[src/rtl/ecc_scrub_ctrl.sv]
// Arbitrates an ECC word array between one client port and a periodic scrubber; read rsp 1 cycle after accept.
// Backpressure: req_ready drops on the scrub start cycle and while the scrubber owns the array (1-2 cycles).
module ecc_scrub_ctrl #(
  parameter int ADDR_W         = 4,
  parameter int DATA_W         = 8,
  parameter int SCRUB_INTERVAL = 64,
  parameter int MAX_DEFER      = 8,
  parameter int ERRCNT_W       = 8
) (
  input  logic                clk,
  input  logic                rst,
  input  logic                req_valid,
  input  logic                req_we,
  input  logic [ADDR_W-1:0]   req_addr,
  input  logic [DATA_W-1:0]   req_wdata,
  output logic                req_ready,
  output logic                rsp_valid,
  output logic [DATA_W-1:0]   rsp_rdata,
  output logic                rsp_err,
  output logic [ADDR_W-1:0]   mem_addr,
  output logic                mem_we,
  output logic [DATA_W-1:0]   mem_wdata,
  input  logic [DATA_W-1:0]   mem_rdata,
  input  logic                mem_err,
  output logic                scrub_busy,
  output logic                scrub_done,
  output logic [ERRCNT_W-1:0] err_count
);

  localparam int CNT_W = $clog2(SCRUB_INTERVAL);
  localparam int DEF_W = $clog2(MAX_DEFER + 1);

  typedef enum logic [1:0] {IDLE, SCRUB_RD, SCRUB_WR} state_t;

  state_t              state, state_nxt;
  logic [CNT_W-1:0]    ivl_cnt;
  logic                scrub_pend;
  logic [DEF_W-1:0]    defer_cnt;
  logic [ADDR_W-1:0]   scrub_ptr;
  logic [DATA_W-1:0]   scrub_data;

  logic tick;
  logic scrub_start;
  logic scrub_fin;
  logic accept;

  assign tick        = (ivl_cnt == CNT_W'(SCRUB_INTERVAL - 1));
  assign scrub_start = (state == IDLE) && scrub_pend &&
                       (!req_valid || (defer_cnt == DEF_W'(MAX_DEFER)));
  assign scrub_fin   = ((state == SCRUB_RD) && !mem_err) || (state == SCRUB_WR);
  assign accept      = req_valid && req_ready;

  always_comb begin
    state_nxt  = state;
    req_ready  = 1'b0;
    mem_addr   = scrub_ptr;
    mem_we     = 1'b0;
    mem_wdata  = scrub_data;
    scrub_busy = 1'b0;
    case (state)
      IDLE: begin
        mem_addr  = req_addr;
        mem_wdata = req_wdata;
        if (scrub_start) begin
          state_nxt = SCRUB_RD;
        end else begin
          req_ready = 1'b1;
          mem_we    = req_valid && req_we;
        end
      end
      SCRUB_RD: begin
        scrub_busy = 1'b1;
        state_nxt  = mem_err ? SCRUB_WR : IDLE;
      end
      SCRUB_WR: begin
        scrub_busy = 1'b1;
        mem_we     = 1'b1;
        state_nxt  = IDLE;
      end
      default: state_nxt = IDLE;
    endcase
    // A reset landing mid-scrub must not let the pending write-back reach the array.
    if (rst) begin
      req_ready  = 1'b0;
      mem_we     = 1'b0;
      scrub_busy = 1'b0;
    end
  end

  always_ff @(posedge clk) begin
    if (rst) begin
      state      <= IDLE;
      ivl_cnt    <= '0;
      scrub_pend <= 1'b0;
      defer_cnt  <= '0;
      scrub_ptr  <= '0;
      scrub_data <= '0;
      scrub_done <= 1'b0;
      err_count  <= '0;
      rsp_valid  <= 1'b0;
      rsp_rdata  <= '0;
      rsp_err    <= 1'b0;
    end else begin
      state   <= state_nxt;
      ivl_cnt <= tick ? '0 : ivl_cnt + 1'b1;

      // A tick coinciding with scrub completion keeps the request pending.
      if (tick)
        scrub_pend <= 1'b1;
      else if (scrub_fin)
        scrub_pend <= 1'b0;

      if (scrub_start)
        defer_cnt <= '0;
      else if (scrub_pend && accept && (defer_cnt != DEF_W'(MAX_DEFER)))
        defer_cnt <= defer_cnt + 1'b1;

      if (state == SCRUB_RD)
        scrub_data <= mem_rdata;

      if (scrub_fin)
        scrub_ptr <= scrub_ptr + 1'b1;
      scrub_done <= scrub_fin && (scrub_ptr == '1);

      if ((state == SCRUB_WR) && (err_count != '1))
        err_count <= err_count + 1'b1;

      rsp_valid <= accept && !req_we;
      if (accept && !req_we) begin
        rsp_rdata <= mem_rdata;
        rsp_err   <= mem_err;
      end
    end
  end

endmodule

[config.mk]
export PLATFORM = sky130hd
export DESIGN_NAME = ecc_scrub_ctrl
export DESIGN_NICKNAME = d
export VERILOG_FILES = /design/src/rtl/ecc_scrub_ctrl.sv
export SDC_FILE = /design/constraint.sdc
export NUM_CORES = 1
export LEC_CHECK = 0
export ABC_AREA = 1
export BUFFER_PORTS_ARGS = -buffer_cell sky130_fd_sc_hd__buf_2
export CAP_MARGIN = 10
export CORE_AREA = 2 2 80 59
export CTS_CLUSTER_DIAMETER = 50
export DETAILED_ROUTE_END_ITERATION = 6
export DIE_AREA = 0 0 82 61
export GPL_TIMING_DRIVEN = 0
export HOLD_SLACK_MARGIN = 0.08
export PLACE_DENSITY = 0.78
export SKIP_LAST_GASP = 1
export SYNTH_ARGS = -nofsm -noshare
export SYNTH_HDL_FRONTEND = slang
export SYNTH_SLANG_ARGS = --single-unit
export TNS_END_PERCENT = 1
[constraint.sdc]
create_clock -name clk -period 1.9 [get_ports clk]
set_clock_uncertainty 0.15 [all_clocks]
set_input_delay 0 -clock clk [delete_from_list [all_inputs] [get_ports clk]]
set_output_delay 0 -clock clk [all_outputs]
set_load 0.005 [all_outputs]
==> impl_metrics.ini <==
[outcome]
status = finished clean

[finish]
insertedDiodeCount = 0
final_cell_count_no_fill = 435
final_area_um2 = 2721
nets = 413
post-route-util_pct = 64.73
final_common_cell = nand2_1
final_layout_size_suffix_gt1_share_pct = 27.37
layout_common_cells = 78 x nand2_1, 60 x buf_2, 43 x nor2_1
areaGrowthSynthToFinish_pct = 27.12

[timing]
maxSlewViolCount = 0
relSlewSlack_pct = 74.26
finalSetupViolCount = 0
period_needed_ns = 1.773
worst_pin_slew_ns = 0.3847
period_share_pct = 93.31
rsz0062_at_grt = yes
hold_viol = 0
fmax_mhz = 564.1

[placement]
gp_congestion = 0.7933
port_buffers = 57
hpwl_um = 3507
place_area_um2 = 2495
dpl.cell_count = 415

[routing]
postRouteAntennaNets = 0
drc_errors = 0
vias = 2041
initialDrtViolationCount = 103
avgViaCountPerCell = 4.692
first_pass_iters = 4
routed_wl_um = 4848
wire_per_inst_um = 11.14

[synth]
synth_edf_count = 0
synth_area_leaders = dfxtp_1 41%, nand2_1 14%, nor2_1 7.7%, inv_1 6.1%, ha_1 5.3%
synth_cells = 303
synth.yosys.seq_area_share_pct = 41.15
synth-async-reset-ratio_pct = 0
synth_top_flop_cell = dfxtp_1
syn_area_um2 = 2141
synth_cell_types = 26
synth_top_area_cell = dfxtp_1
synth_top_cell_area_share_pct = 41.15
synth_nets = 337
ys_ff_latch = 44
yosysWarnings = 0
syn-mean-instance-area_um2 = 7.065

[clocking]
htree_levels = 2
clock_latency_ns = 0.30
clockRootBuffer = clkbuf_8
cts_buffer_depth = 2
cts_made_buffers = 5
clkTransAtPathRegs_ns = 0.08
clock-sinks = 44
postCtsSetupBuffers = 0
cts_tree = yes

[worst_setup_path]
crit_type = reg2out
crit_required_ns = 1.75
critical_path_arrival_ns = 1.62
slowest_stage = dfxtp_2
crit_path_end_kind = primary output
path_max_fanout = 4
cp-start-kind = flip-flop
rrSetupSlack_ns = 0.15
max_stage_delay_ns = 0.35
cp_cell_sequence = inv_1, ha_1, nand3_2, nand2_2, nand2_4, nand2_1, nor2_2, nand3_1, o21ai_0, buf_2

[worst_hold_path]
hold_path_class = in2out

[floorplanning]
num_io_pins = 59
coreArea_um2 = 4204
die_width_um = 82
start_util_pct = 50.92
die_h_um = 61
fp-row-count = 20
dieArea_um2 = 5002

[global_routing]
grt_pass1_vias = 1764
grt_use_total_pct = 20.36
grt_max_degree = 14
grt-ovfl-total = 0
antenna_found_initial = 0
grt_pass1_wl_um = 7693

[flow_run]
maxCapViolations = 0

[pwr]
powerDensity_nw_per_um2 = 987.4
max-vdd-ir-drop_v = 0.0006259
leakagePower_nw = 1.406
==> final timing paths <==
kind	depth (start not counted)	from	end
setup / recovery	10	defer_cnt[0]	mem_we
hold / removal	4	req_wdata[6]	mem_wdata[6]
setup reg to reg	8	state[1]	scrub_ptr[0]
hold reg to reg	1	ivl_cnt[0]	ivl_cnt[0]
==> critical path, delay by kind of cell (launching register included) <==
| family | cells | cell delay (ns) |
|---|---|---|
| and+or+nand+nor | 6 | 0.50 |
| AOI/OAI and AO/OA | 1 | 0.07 |
| DFF | 1 | 0.35 |
| adders and majority gates | 1 | 0.22 |
| buffers and inverters | 2 | 0.20 |
==> power breakdown <==
group / total (mW) / internal (mW) / switching [mW]
registers: 1.11 / 1.04 / 0.0689
logic: 0.957 / 0.373 / 0.584
clock network: 0.616 / 0.291 / 0.326
==> state kept, by name (all words and copies together) (netlist names) <==
signal      cells
scrub_pend      1
err_count       8
rsp_err         1
ivl_cnt         6
scrub_data      8
rsp_valid       1
state           2
scrub_done      1
scrub_ptr       4
defer_cnt       4
rsp_rdata       8
==> per-stage QoR <==
| stage | setup slack [ns] | hold slack [ns] | setup TNS (ns) | power, mW |
|---|---|---|---|---|
| CTS | -0.005407 | 0.1138 | -0.005407 | 2.665 |
| detailed placement | 0.1433 | 0.1004 | 0 | 2.042 |
| global placement | 0.1459 | 0.09896 | 0 | 2.018 |
| floorplan | 0.4128 | -0.05270 | 0 | 1.704 |
| global route | -0.01160 | 0.1244 | -0.01160 | 2.879 |
| finish | 0.1271 | 0.1095 | 0 | 2.687 |
==> layout make-up <==
| cell class | count | area, um^2 |
|---|---|---|
| fillers | 375 | 1483 |
| repair buffers | 69 | 405.4 |
| well taps | 55 | 68.82 |
| flip-flops and latches | 44 | 885.9 |
| inverters | 41 | 156.4 |
| plain buffers | 8 | 53.80 |
| clock inverters | 2 | 10.01 |
| multi-input cells | 210 | 1059 |
| clock buffers | 6 | 82.58 |
==> per-layer routing <==
layer | up-vias | routed length, um | share of wire, % | GRT usage (%)
met3 | 5 | 238 | 4.9 | 5.060
met2 | 44 | 2218 | 46 | 33.33
met1 | 899 | 2344 | 48 | 26.79
li1 | 1093 | - | - | -
met5 | - | 0 | 0 | 0
met4 | 0 | 46 | 0.95 | 6.429
==> cells in the mapped netlist, types with 2 or more instances <==
cell type and n:
a21oi_1 15, buf_2 3, buf_4 2, dfxtp_1 44
ha_1 9, inv_1 35, inv_2 5, nand2_1 78
nand2_2 2, nand2_4 2, nand3_1 9, nand3_2 2
nand4_1 4, nor2_1 44, nor2_2 11, nor3_1 4
o21ai_0 22, xnor2_1 2, xor2_1 3
==> what timing repair did <==
item / in CTS / in global routing
endpoints found under the hold margin: 31 / 0
hold buffers: 12 / 0
resized for setup: 2 / 8
setup endpoints to repair: 4 / 3
==> logic make-up (layout without fill, tap and decap cells) <==
group,count (synthesis),after routing,share of synthesized area (%)
XOR/XNOR,5,5,2.046
adder cells (fa/ha/maj),9,9,5.260
AO/OA/AOI/OAI,38,38,9.059
AND/OR/NAND/NOR,158,158,32.96
buffers and inverters,49,126,9.526
flip-flops,44,44,41.15
No activity file was read; power rests on OpenSTA's default activity.
